**src/rtl/mem_access_ctrl.sv**
```systemverilog
`default_nettype none
// +------------------------------------------------------------------------+
// | mem_access_ctrl                                                        |
// | Sequences MAR/MDR memory reads and writes with ready/timeout handling. |
// | Revision: 1.0                                                          |
// +------------------------------------------------------------------------+
module mem_access_ctrl #(
   parameter int ADDR_W  = 9,
   parameter int TIMEOUT = 15
) (
   input  logic              clock,
   input  logic              reset,
   input  logic              read_req,
   input  logic              write_req,
   input  logic [ADDR_W-1:0] mar_q,
   input  logic [31:0]       mdr_q,
   output logic [ADDR_W-1:0] mem_addr,
   output logic [31:0]       mem_wdata,
   input  logic [31:0]       mem_rdata,
   output logic              mem_en,
   output logic              mem_we,
   input  logic              mem_ready,
   output logic [31:0]       mdata_in,
   output logic              mdr_read,
   output logic              mdr_load,
   output logic              busy,
   output logic              done,
   output logic              err
);

   typedef enum logic [1:0] {
      S_IDLE     = 2'd0,
      S_ACCESS   = 2'd1,
      S_COMPLETE = 2'd2
   } state_t;

   localparam logic [7:0] c_wait_last = 8'(TIMEOUT - 1);

   state_t            r_state;
   state_t            w_state_nxt;
   logic [ADDR_W-1:0] r_addr;
   logic [31:0]       r_wdata;
   logic [31:0]       r_rdata;
   logic              r_is_read;
   logic              r_err;
   logic [7:0]        r_wait_cnt;
   logic              w_accept;
   logic              w_timeout;

   always_ff @(posedge clock or posedge reset) begin
      if (reset) begin
         r_state <= S_IDLE;
      end else begin
         r_state <= w_state_nxt;
      end
   end

   // Ready is tested before the wait limit so a last-cycle ready still succeeds.
   always_comb begin
      w_state_nxt = r_state;
      w_accept    = 1'b0;
      w_timeout   = 1'b0;
      case (r_state)
         S_IDLE: begin
            if (read_req || write_req) begin
               w_accept    = 1'b1;
               w_state_nxt = S_ACCESS;
            end
         end
         S_ACCESS: begin
            if (mem_ready) begin
               w_state_nxt = S_COMPLETE;
            end else if (r_wait_cnt == c_wait_last) begin
               w_timeout   = 1'b1;
               w_state_nxt = S_IDLE;
            end
         end
         S_COMPLETE: begin
            w_state_nxt = S_IDLE;
         end
         default: begin
            w_state_nxt = S_IDLE;
         end
      endcase
   end

   always_ff @(posedge clock or posedge reset) begin
      if (reset) begin
         r_addr     <= '0;
         r_wdata    <= '0;
         r_rdata    <= '0;
         r_is_read  <= 1'b0;
         r_err      <= 1'b0;
         r_wait_cnt <= '0;
      end else begin
         r_err <= w_timeout;
         if (w_accept) begin
            r_addr     <= mar_q;
            r_is_read  <= read_req;
            r_wait_cnt <= '0;
            if (!read_req) begin
               r_wdata <= mdr_q;
            end
         end else if (r_state == S_ACCESS) begin
            if (mem_ready) begin
               if (r_is_read) begin
                  r_rdata <= mem_rdata;
               end
            end else if (!w_timeout) begin
               r_wait_cnt <= r_wait_cnt + 8'd1;
            end
         end
      end
   end

   assign mem_en    = (r_state == S_ACCESS);
   assign mem_we    = mem_en && !r_is_read;
   assign mem_wdata = mem_we ? r_wdata : 32'd0;
   assign mem_addr  = r_addr;
   assign mdata_in  = r_rdata;
   assign mdr_read  = r_is_read && (r_state == S_ACCESS || r_state == S_COMPLETE);
   assign mdr_load  = r_is_read && (r_state == S_COMPLETE);
   assign busy      = (r_state != S_IDLE);
   assign done      = (r_state == S_COMPLETE);
   assign err       = r_err;

endmodule
`default_nettype wire
```
**config.mk**
```make
export PLATFORM = sky130hd
export DESIGN_NAME = mem_access_ctrl
export DESIGN_NICKNAME = d
export VERILOG_FILES = /design/src/rtl/mem_access_ctrl.sv
export SDC_FILE = /design/constraint.sdc
export NUM_CORES = 1
export LEC_CHECK = 0
export BUFFER_PORTS_ARGS = -buffer_cell sky130_fd_sc_hd__buf_2
export CAP_MARGIN = 20
export CORE_MARGIN = 4
export CORE_UTILIZATION = 47
export CTS_BUF_LIST = sky130_fd_sc_hd__clkbuf_16
export DETAILED_ROUTE_END_ITERATION = 6
export HOLD_SLACK_MARGIN = 0.15
export PLACE_DENSITY = 0.79
export SLEW_MARGIN = 20
export SYNTH_ARGS = -nofsm -noshare
export SYNTH_HDL_FRONTEND = slang
export SYNTH_SLANG_ARGS = --single-unit
```
**constraint.sdc**
```tcl
create_clock -name clock -period 2.7 [get_ports clock]
set_input_delay 0 -clock clock [delete_from_list [all_inputs] [get_ports clock]]
set_output_delay 0 -clock clock [all_outputs]
set_load 0.01 [all_outputs]
```
==> run metrics <==
CP Launch Type register; DRC Markers 0; final net count 605; area grow syn2layout 53.64%; Routed WL 9468 um; cells after synthesis 283; Rows 31; Hold Vio Cnt, Final 0; commonest non-fill, non-tap cell in the layout buf_2; CP Class reg -> out; Syn. warnings 0; GPL Wtd Cong 0.7228; switching share of power 0.3344; CP arrival 1920 ps; largest net degree at the start of global routing 45; CTS tree yes; Cell Chain, Critical Path inv_1 -> ha_1 -> nor2b_1 -> buf_4 -> and2_1 -> buf_2; Reg clk slew, reported paths 60 ps; Max Slew Vio Count 0; wire length per cell 15.17 um; Slew headroom 0.3577; max-cap violation count 0; Mapped Avg Cell Area 12.88 um2; antenna cell count 0; slowest CP cell dfrtp_1; Clock Latency Late Sink 320 ps; clk buf depth 2; final setup violation count 0; number of global-route vias before repair 3181; total track usage 0.2061; Clk pwr share 0.217; CTS Buf Count 9; CP endpoint kind output port; CP max stage delay 400 ps; worst-path maximum fanout 33; required time worst endpoint 2700 ps; HP Class in -> async; core area 0.007408 mm2; RSZ-0062 raised after global routing no; Pre-antenna DRT Iters 4; final setup TNS 0 ps; antenna violations before repair 0; layout cell share with drive strength beyond 1 0.4476; status completed; antenna-violating nets left 0; grt ovf 0; H-tree Lvls 3; Die Wd 96.08 um; Peak Freq 522.1 MHz; first-pass GRT wire length 14640 um; fin crit period 1915 ps; combinational share of power 0.388; Netlist cell types 32; minimum hold slack 321.7 ps; Slew @ Worst Pin 957.0 ps; root buf cell clkbuf_16; DR vias/cell 4.736; PwrDens 981.4 mW/mm2; most frequent cells in the layout buf_2, dfrtp_1, dlygate4sd3_1, mux2_2, and2_1; syn nets 368; Die Span Y 96.08 um; reg2reg path depth 6; fillers 445; hpwl dp 5862 um; PortBufs 157; fin crit share 0.7094; mapped cell area 0.003646 mm2; leak pwr 2.849 nW; clock sink count 85; #FFs+latches synth 85; routed via count 2955; initial core utilization 0.4921; NetSw 0.001838 W; Initial DRC Count 105; Seq/Total Area, Yosys 0.5834; Internal 0.003659 W; sequential share of power 0.395; Max IR drop VDD 0.5995 mV; Die Area 0.009230 mm2; IO Pins 158; Layout Skew 5.689 ps
[logic make-up (layout without fill, tap and decap cells)]
| logic type | Yosys count | in the layout | synth area share |
|---|---|---|---|
| xor+xnor | 4 | 4 | 0.009611 |
| fa+ha+maj | 7 | 7 | 0.02402 |
| buf+inv | 17 | 259 | 0.02162 |
| flops | 85 | 85 | 0.5834 |
| compound gates | 8 | 8 | 0.01819 |
| simple gates | 95 | 95 | 0.1369 |
| mux | 67 | 67 | 0.2062 |
[power groups by stage]
| stage | combinational (W) | sequential, W | clock (W) |
|---|---|---|---|
| final | 0.00213 | 0.00217 | 0.00119 |
| after global routing | 0.00233 | 0.00224 | 0.00128 |
| after CTS | 0.00214 | 0.00215 | 0.00122 |
| after detailed placement | 0.00205 | 0.00216 | 0 |
| after global placement | 0.00198 | 0.00213 | 0 |
| after floorplan | 0.00114 | 0.00227 | 0 |
[timing repair]
| item | CTS | global route |
|---|---|---|
| buffers inserted | 0 | 0 |
| endpoints found under the hold margin | 118 | 0 |
| setup endpoints to repair | 0 | 0 |
| resized for setup | 0 | 0 |
| hold buffers | 77 | 0 |
[synthesized netlist by cell type]
cell      number  share of area
dfrtp_1       85           0.58
mux2_2        55           0.17
and2_1        36          0.062
nand2_1       35          0.036
mux2_1        10          0.031
nor2_1         8         0.0082
ha_1           7          0.024
buf_2          6         0.0082
clkbuf_1       5         0.0051
inv_1          4         0.0041
a31o_1         3         0.0072
nand3_1        3         0.0041
nand4_1        3         0.0051
xor2_1         3         0.0072
mux2i_1        2         0.0055
nand2b_1       2         0.0034
a211oi_2       1         0.0034
a21oi_1        1         0.0014
and4b_1        1         0.0027
buf_6          1         0.0031
inv_2          1         0.0010
nand3b_1       1         0.0021
nand4b_1       1         0.0024
nor2_4         1         0.0031
nor2b_1        1         0.0017
nor3_2         1         0.0027
o21a_1         1         0.0021
o21ai_1        1         0.0014
o21ba_1        1         0.0027
or2_1          1         0.0017
or3_1          1         0.0017
xnor2_1        1         0.0024
[layer usage]
metal | wire (um) | track usage
met5 | 0 | 0
met2 | 4687 | 0.3577
met3 | 762 | 0.05082
met4 | 129 | 0.06754
met1 | 3887 | 0.2505
[sequential cells by signal, indices dropped and copies added (netlist names)]
signal and cells:
r_wdata 32, r_is_read 1, mdata_in 32, err 1, r_wait_cnt 8, r_state 2, mem_addr 9
[path summary, 6_finish.rpt]
check / from / endpoint / slack, ps
max reg2reg: r_state[1] / r_state[0] / 850
min: reset / mdata_in[27] / 320
min in group clock: mar_q[5] / mem_addr[5] / 410
max: r_state[1] / mem_wdata[20] / 780
min reg2reg: mem_addr[1] / mem_addr[1] / 470
max in group asynchronous: reset / r_wdata[3] / 1710
[area by class of cell]
type	count	area, um2	area share
clock buffers	9	225.2	0.04021
well taps	99	123.9	0.02211
clock inverters	7	66.31	0.01184
repair buffers	238	1599	0.2855
multi-input cells	181	1440	0.2571
flip-flops and latches	85	2127	0.3797
inverters	5	20.02	0.003574
[metrics by stage]
step	area (um2)	std cells	power, W	utilization	setup WS, ps
floorplan	3646	283	0.003406	-	506.5
global placement	4539	531	0.004107	0.6127	953.8
detailed placement	4539	531	0.004208	0.6127	856.4
CTS	5602	624	0.005507	0.7561	808.1
global route	5602	624	0.005852	0.7561	631.4
finish	5602	624	0.005497	0.7561	784.6
[worst max-delay path: cells and delay by family, from the launching register on]
kind	cells	cell delay (ps)
buffers and inverters	3	560
adder cells (fa/ha/maj)	1	270
AND/OR/NAND/NOR	2	350
flip-flops	1	400
No activity file was read; power rests on OpenSTA's default activity.
